$ cat src/rtl/pipeline_stage_skid.sv
// pipeline_stage_skid: two-entry (main + skid) registered pipeline stage with flush,
// kill-masked control outputs and a saturating downstream-stall counter.
module pipeline_stage_skid #(
    parameter int                 DATA_W    = 32,
    parameter int                 RD_W      = 5,
    parameter int                 CTRL_W    = 8,
    parameter logic [CTRL_W-1:0]  KILL_MASK = '1,
    parameter int                 CNT_W     = 16
) (
    input  logic              clk,
    input  logic              reset,
    input  logic              in_valid,
    output logic              in_ready,
    input  logic [DATA_W-1:0] in_data0,
    input  logic [DATA_W-1:0] in_data1,
    input  logic [RD_W-1:0]   in_rd,
    input  logic [CTRL_W-1:0] in_ctrl,
    input  logic              flush,
    output logic              out_valid,
    input  logic              out_ready,
    output logic [DATA_W-1:0] out_data0,
    output logic [DATA_W-1:0] out_data1,
    output logic [RD_W-1:0]   out_rd,
    output logic [CTRL_W-1:0] out_ctrl,
    output logic [CNT_W-1:0]  stall_cnt
);
    localparam int PAY_W = 2 * DATA_W + RD_W + CTRL_W;

    logic [PAY_W-1:0] main_q, main_d, skid_q, skid_d, in_pay;
    logic             main_valid_q, main_valid_d, skid_valid_q, skid_valid_d;
    logic [CNT_W-1:0] cnt_q, cnt_d;
    logic             accept, release_w, stall;
    logic [CTRL_W-1:0] ctrl_q;

    assign in_pay    = {in_data0, in_data1, in_rd, in_ctrl};
    assign in_ready  = ~skid_valid_q;
    assign accept    = in_valid & in_ready;
    assign release_w = main_valid_q & out_ready;
    assign stall     = main_valid_q & ~out_ready;

    always_comb begin
        main_valid_d = main_valid_q;
        skid_valid_d = skid_valid_q;
        main_d       = main_q;
        skid_d       = skid_q;
        if (flush) begin
            main_valid_d = 1'b0;
            skid_valid_d = 1'b0;
        end else if (!main_valid_q || release_w) begin
            if (skid_valid_q) begin
                main_valid_d = 1'b1;
                main_d       = skid_q;
                skid_valid_d = 1'b0;
            end else begin
                main_valid_d = accept;
                main_d       = accept ? in_pay : main_q;
            end
        end else if (accept) begin
            // downstream stalled: park the new slot so upstream sees backpressure next cycle
            skid_valid_d = 1'b1;
            skid_d       = in_pay;
        end
        cnt_d = (stall && !(&cnt_q)) ? cnt_q + CNT_W'(1) : cnt_q;
    end

    always_ff @(posedge clk) begin
        if (reset) begin
            main_valid_q <= 1'b0;
            skid_valid_q <= 1'b0;
            main_q       <= '0;
            skid_q       <= '0;
            cnt_q        <= '0;
        end else begin
            main_valid_q <= main_valid_d;
            skid_valid_q <= skid_valid_d;
            main_q       <= main_d;
            skid_q       <= skid_d;
            cnt_q        <= cnt_d;
        end
    end

    assign {out_data0, out_data1, out_rd, ctrl_q} = main_q;
    assign out_valid = main_valid_q;
    assign out_ctrl  = main_valid_q ? ctrl_q : (ctrl_q & ~KILL_MASK);
    assign stall_cnt = cnt_q;
endmodule

$ cat config.mk
export PLATFORM = sky130hd
export DESIGN_NAME = pipeline_stage_skid
export DESIGN_NICKNAME = d
export VERILOG_FILES = /design/src/rtl/pipeline_stage_skid.sv
export SDC_FILE = /design/constraint.sdc
export NUM_CORES = 1
export LEC_CHECK = 0
export ABC_AREA = 0
export BUFFER_PORTS_ARGS = -buffer_cell sky130_fd_sc_hd__buf_2
export CAP_MARGIN = 20
export CELL_PAD_IN_SITES_DETAIL_PLACEMENT = 1
export CELL_PAD_IN_SITES_GLOBAL_PLACEMENT = 2
export CORE_ASPECT_RATIO = 1.75
export CORE_UTILIZATION = 31
export DETAILED_ROUTE_END_ITERATION = 16
export PLACE_DENSITY = 0.77
export SLEW_MARGIN = 0
export SYNTH_ARGS = -nofsm -noshare
export SYNTH_HDL_FRONTEND = slang
export SYNTH_SLANG_ARGS = --single-unit
$ cat constraint.sdc
create_clock -name clk -period 2.2 [get_ports clk]
set_input_delay 0.33 -clock clk [delete_from_list [all_inputs] [get_ports clk]]
set_output_delay 0.33 -clock clk [all_outputs]
set_load 0.02 [all_outputs]
# --- Word-level counts from Yosys, hierarchy flattened ---
# Cells that the tools add are included.
classes:
  addsub: 1
  muxes: 4
  bitwise: 7
  n_reduce_logical: 10
op_table:
  columns: ["operator", "n"]
  rows:
  - ["77-bit two-way mux", 2]
  - ["16-bit by 1-bit adder with 16-bit output (second input constant)", 1]
  - ["16-bit AND reduction", 1]
  - ["8-bit two-way mux", 1]
  - ["3-bit AND reduction", 2]
  - ["1-bit inverter", 4]
  - ["1-bit bitwise AND", 3]
  - ["3-bit OR reduction", 1]
  - ["1-bit zero test", 2]
  - ["2-bit nonzero test", 1]
  - ["2-bit OR reduction", 1]
  - ["1-bit logical AND", 1]
  - ["1-bit logical OR", 1]
  - ["1-bit two-way mux", 1]
totals:
  regBits: 172
  in_bits: 82
  output_inout_bits: 95
  elab_cells: 27

# --- Longest topological paths before layout ---
# Gate-level depths: netlist of run 1.
logic_depth:
  word_depth: 4
  depth_mapped: 8
  mapped_depth_nobuf: 5

# --- Least setup slack after synthesis of run 1 ---
# No wires, ideal clock.
synth_path:
  path_type: "reg2reg"
  startpoint: "reg cnt_q[0] (netlist: stall_cnt[0])"
  endpoint: "reg cnt_q[10] (netlist: stall_cnt[10])"
  setup_time_ps: 70
  arrival_ps: 1856
  required_ps: 2130
  slack_ps: 273
  path_stages_with_launch: 6
  path_buffers: 0
  synth_period_minus_slack_ps: 1927
  path_cell_list: "dfxtp_1 ha_1 nand3_1 or3_4 or4_1 a21oi_1"
synth_via:
  elab_chain_cells: 3
  word_cells_on_any_way: 4
  classes_between: "add/sub: 1; reduce/logical: 3"
synth_lines:
  columns: ["item", "line_no", "text"]
  rows:
  - ["start: declaration", "31", "logic [CNT_W-1:0] cnt_q, cnt_d;"]
  - ["start signal: assignment", "78", "cnt_q <= cnt_d;"]
  - ["branches (longest 3 deep; another with 16-bit by 1-bit adder with 16-bit output)", null, null]
# Parallel ways; which one is timed is not known.
# A chain may end at the register's enable or synchronous reset.

# --- Worst setup path after layout of run 1 ---
# Ends and elaborated chain as after synthesis.

==> impl_metrics.csv, run 1 <==
group,metric,value,unit
power,p_sw,1.68,mW
detailed_routing,finalWirelength,19.3,mm
critical_path,worst_setup_path_start_kind,"flop",
job,maxCapViolations,0,
detailed_routing,wire_per_inst,15.3,um
floorplanning,dieWidth,119,um
synth,syn_avg_cell_area,8.59,um2
place,place.gp.congestion,0.730,
run_status,status,"finished clean",
final_layout,syn2layout_area_growth,17.1,%
power,cellPowerDensity,791,nW/um2
detailed_routing,post-route-drc-count,0,
critical_path,path_buf_inv,0,
floorplanning,num_rows,74,
sta,whs,0.123,ns
floorplanning,io_pins,177,
critical_path,r2r_slack,0.23,ns
sta,worst_pin_slew,0.621,ns
power,p_seq_share,47.4,%
place,port-buffer-count,176,
floorplanning,coreArea,23500,um2
sta,period_needed,1.97,ns
sta,drv_slew,0,
power,combPwrFrac,9.3,%
power,power.internal,5.22,mW
global_routing,grt_pass1_wl,31.5,mm
clock_network,root_buffer,"clkbuf_16",
synth,synth.distinct_cells,36,
power,finalPower,6.91,mW
critical_path,setup.worst_path.end_class,"flop",
critical_path,slowest_delay,0.51,ns
clock_network,cts_tree,"done",
final_layout,num-fill-cells,2849,
detailed_routing,dr_total_vias,6046,
synth,synth_top_area_cell,"dfxtp_1",
synth,ys_seq_area_share,46.2,%
critical_path,worstSetupPathType,"flop to flop",
critical_path,crit_family,"simple AND/OR/NAND/NOR gates",
clock_network,cts_resized,0,
final_layout,most-common-layout-cells,"175 x buf_2, 171 x dfxtp_1, 158 x nand2_1",
synth,ys_ff_latch,172,
final_layout,seq_area,3450,um2
clock_network,cts.sinks,172,
clock_network,cts.path.max_buffers,2,
final_layout,multi_input_area,3230,um2
detailed_routing,drtIter0Drc,272,
global_routing,grt_max_degree,79,
critical_path,critPathMaxFanout,6,
synth,syn-num-nets,951,
final_layout,final_nets,1026,
clock_network,post_cts_buffers,0,
synth,yosysTopAreaCellShare,46.2,%
power,ir_worst_vdd,0.414,mV
final_layout,drive_gt1_share,24.1,%
sta,max_freq,508,MHz
clock_network,clk-insertion-delay-late,0.43,ns
synth,synthTopCellsByArea,"dfxtp_1 46%, mux2i_1 10%, nand2_1 8.0%, a211oi_1 7.9%, buf_4 6.9%",
floorplanning,dieArea,24700,um2
clock_network,hold_buffers,0,
final_layout,insertedDiodeCount,0,
global_routing,grt_pass1_vias,6030,
synth,synth-async-reset-ratio,0,%
clock_network,cts_made_buffers,17,
floorplanning,die_h,207,um
global_routing,grt_usage,16.2,%
clock_network,cts_htree_levels,4,
synth,synthFlopType,"dfxtp_1",
sta,hold_viol,0,
global_routing,antenna_found_initial,0,
detailed_routing,final_antenna_net_count,0,
sta,fin_crit_sh,89.5,%
sta,rsz0062_at_grt,"false",
power,power_leakage,3.23,nW
sta,fin_ws,0.231,ns
place,pre_cts_ws,0.236,ns
sta,setup-violations-final,0,
critical_path,cp_cell_sequence,"ha_1, nand3_1, or3_4, or4_1, a21oi_1",
sta,finClkSkew,0.00656,ns
global_routing,gr-total-overflow,0,
power,clockPowerShare,43.2,%
place,place_hpwl,12.5,mm
final_layout,final_common_cell,"buf_2",
sta,finalSetupTns,0,ns
critical_path,cp.arrival,2.33,ns
power,swShare,24.4,%
synth,ys_warn_count,0,
clock_network,clkSlewWorstSetupHoldPaths,0.06,ns
floorplanning,start_util,31.7,%
synth,syn-cell-area,7450,um2
critical_path,cp_slowest_cell,"or4_1",
detailed_routing,avgViaCountPerCell,4.81,
synth,syn-instance-count,868,
synth,synth_edf_count,0,
detailed_routing,dr.pass1.iters,4,
worst_hold_path,hold_class,"input port to flop",
critical_path,required,2.56,ns
sta,slew_headroom,58.6,%
==> state kept, by name, summed over array words and instances (netlist names) <==
signal and flops:
main_q 77, out_valid 1, skid_valid_q 1, stall_cnt 16, skid_q 77
==> per-layer routing <==
metal  wire length (um)  GRT usage (%)
met1               8190           18.4
met2               9730           28.4
met3               1050           4.65
met4                324           5.85
met5                  0              0
==> worst paths after layout <==
check / startpoint / to / cells past startpoint
min: flush / skid_valid_q / 2
max: stall_cnt[0] / stall_cnt[10] / 5
max reg2reg: stall_cnt[0] / stall_cnt[10] / 5
min reg2reg: skid_q[25] / skid_q[25] / 2
==> per-stage QoR <==
step                util, %  cells  instance area (um2)
finish                 37.1   1257                 8730
global route           37.1   1257                 8730
CTS                    37.1   1257                 8730
detailed placement     34.6   1228                 8150
global placement       34.6   1228                 8150
floorplan                 -    868                 7450
==> cell type report <==
class | instances | area share, %
Clock buffer | 24 | 5.99
Clock inverter | 5 | 0.645
Inverter | 4 | 0.172
Multi-Input combinational cell | 559 | 37.0
Sequential cell | 172 | 39.5
Tap cell | 304 | 4.36
Timing Repair Buffer | 189 | 12.3
==> logic make-up (layout without fill, tap and decap cells) <==
| family | count (synthesis) | after routing | share of synthesized area (%) |
|---|---|---|---|
| AO/OA/AOI/OAI | 178 | 178 | 14.9 |
| adder cells (fa/ha/maj) | 1 | 1 | 0.168 |
| buffers and inverters | 137 | 222 | 10.7 |
| flip-flops | 172 | 172 | 46.2 |
| multiplexers | 80 | 80 | 10.8 |
| AND/OR/NAND/NOR | 300 | 300 | 17.3 |
==> power groups by stage <==
stage / combinational (mW) / clock [mW] / sequential, mW
4_1_cts: 0.660 / 3.10 / 3.28
3_3_place_gp: 0.646 / 0 / 3.34
3_5_place_dp: 0.658 / 0 / 3.35
2_1_floorplan: 0.509 / 0 / 3.34
6_report: 0.644 / 2.99 / 3.28
5_1_grt: 0.715 / 3.22 / 3.29
==> cells in the mapped netlist, types with 6 or more instances <==
master / count
a21oi_1: 87
buf_2: 20
nor2_1: 88
nor3_1: 9
nand2_1: 158
dfxtp_1: 172
mux2i_1: 77
clkbuf_1: 44
a211oi_1: 78
nor4_1: 6
nand3_1: 6
buf_4: 69
and2_1: 8
(Power assumes the default switching activity.)
==> inputs of run 2 (changes only) <==
- CORE_MARGIN: unset -> 2
- CORE_UTILIZATION: 31 -> 34
- PLACE_DENSITY: 0.77 -> 0.83
- clock period: 2.2 -> 2.5 ns (I/O delays scaled with it)
==> run 2 against run 1 <==
Effect of this change:
- sequential cell count stayed put
- fmax is 1.5% lower
- clock skew grew 0.00099 ns
- worst setup slack improved by 0.27 ns
- register-to-register slack improved by 0.27 ns
- critical endpoint is now stall_cnt[11]
- clock power fell by 13%
- die area fell by 6.2%
- cell area is 0.50% lower
==> impl_metrics.csv, run 2 (synthesis results as in run 1) <==
group,metric,value,unit
floorplanning,io_pins,177,
final_layout,drive_gt1_share,24.1,%
critical_path,cp_cell_sequence,"ha_1, nand3_1, nor4_1, nor3_1, mux2_2",
clock_network,cts.sinks,172,
power,combPwrFrac,9.4,%
floorplanning,dieWidth,116,um
floorplanning,start_util,34.7,%
sta,finalSetupTns,0,ns
clock_network,hold_buffers,0,
run_status,status,"finished clean",
sta,max_freq,500,MHz
clock_network,cts.path.max_buffers,2,
critical_path,worst_setup_path_start_kind,"flop",
global_routing,gr-total-overflow,0,
critical_path,slowest_delay,0.63,ns
final_layout,fin_cells,1248,
critical_path,critPathMaxFanout,6,
place,pre_cts_ws,0.468,ns
place,place_hpwl,13.1,mm
sta,finClkSkew,0.00754,ns
critical_path,cp.arrival,2.32,ns
clock_network,post_cts_buffers,0,
clock_network,root_buffer,"clkbuf_16",
critical_path,path_buf_inv,0,
sta,fin_crit_sh,80.0,%
final_layout,insertedDiodeCount,0,
power,p_sw,1.51,mW
clock_network,clk-insertion-delay-late,0.43,ns
critical_path,required,2.82,ns
clock_network,cts_tree,"done",
final_layout,num-fill-cells,2609,
critical_path,crit_family,"simple AND/OR/NAND/NOR gates",
power,p_seq_share,47.6,%
job,maxCapViolations,0,
detailed_routing,dr_total_vias,6057,
critical_path,worstSetupPathType,"flop to flop",
final_layout,most-common-layout-cells,"175 x buf_2, 171 x dfxtp_1, 158 x nand2_1",
final_layout,final_util,40.4,%
detailed_routing,wire_per_inst,15.4,um
final_layout,syn2layout_area_growth,16.5,%
sta,rsz0062_at_grt,"false",
place,place_inst,1217,
power,ir_worst_vdd,0.361,mV
detailed_routing,drtIter0Drc,262,
final_layout,final_common_cell,"buf_2",
place,place.gp.congestion,0.736,
power,power_leakage,3.22,nW
detailed_routing,finalWirelength,19.2,mm
global_routing,grt_usage,17.0,%
detailed_routing,post-route-drc-count,0,
global_routing,grt_pass1_vias,5948,
global_routing,grt_max_degree,74,
final_layout,multi_input_area,3230,um2
power,power.internal,4.55,mW
sta,period_needed,2.00,ns
power,swShare,24.9,%
worst_hold_path,hold_class,"input port to flop",
floorplanning,die_h,200,um
sta,hold_viol,0,
sta,setup-violations-final,0,
floorplanning,coreArea,21500,um2
critical_path,setup.worst_path.end_class,"flop",
sta,worst_pin_slew,0.703,ns
place,port-buffer-count,176,
clock_network,cts_resized,0,
clock_network,cts_made_buffers,17,
detailed_routing,dr.pass1.iters,4,
detailed_routing,final_antenna_net_count,0,
detailed_routing,avgViaCountPerCell,4.85,
clock_network,cts_htree_levels,4,
final_layout,final_nets,1027,
final_layout,seq_area,3450,um2
global_routing,grt_pass1_wl,30.6,mm
power,cellPowerDensity,698,nW/um2
floorplanning,num_rows,71,
floorplanning,dieArea,23200,um2
global_routing,antenna_found_initial,0,
clock_network,clkSlewWorstSetupHoldPaths,0.07,ns
critical_path,cp_slowest_cell,"nor4_1",
sta,fin_ws,0.501,ns
power,clockPowerShare,43.0,%
sta,drv_slew,0,
power,finalPower,6.06,mW
sta,slew_headroom,52.8,%
[run 2: cell types whose count changed in the layout (fill, tap and decap cells not counted), moves of 2 or more]
cell      delta
buf_12       -2
buf_4        +3
clkbuf_1     +3
clkbuf_8     -4
clkinv_4     +2
[run 2: area by class of cell]
class	count	share of cell area (%)
sequential	172	39.7
multi-input combinational	559	37.2
timing repair buffer	190	12.1
clock buffer	22	5.23
tap	292	4.21
clock inverter	9	1.31
inverter	4	0.173
[run 2: power groups by stage]
stage                     Sequential, mW  Combinational [mW]  Clock [mW]
final                               2.88               0.568        2.61
after global routing                2.89               0.628        2.81
after CTS                           2.88               0.581        2.70
after detailed placement            2.95               0.579           0
after global placement              2.94               0.568           0
after floorplan                     2.94               0.448           0
[run 2: routing by layer]
metal	GRT usage, %	part of all wire (%)
met2	31.0	52
met5	0	0
met1	19.0	42
met4	5.69	1.3
met3	4.32	4.6
[run 2: path summary, 6_finish.rpt]
kind,start,end,slack (ns),depth (start not counted)
hold / removal,flush,skid_valid_q,0.18,2
hold reg to reg,skid_q[68],skid_q[68],0.46,2
setup reg to reg,stall_cnt[0],stall_cnt[11],0.50,5
setup / recovery,stall_cnt[0],stall_cnt[11],0.50,5
[run 2: through the flow]
stage / instance area (um2) / hold slack, ns
finish: 8680 / 0.180
global route: 8680 / 0.166
CTS: 8680 / 0.152
detailed placement: 8110 / 0.447
global placement: 8110 / 0.440
floorplan: 7450 / 0.436
[run 2: worst reg2reg max path: stages (launching register included)]
cell and delay, ns:
dfxtp_1 0.39, ha_1 0.25, nand3_1 0.19, nor4_1 0.63, nor3_1 0.13, mux2_2 0.30
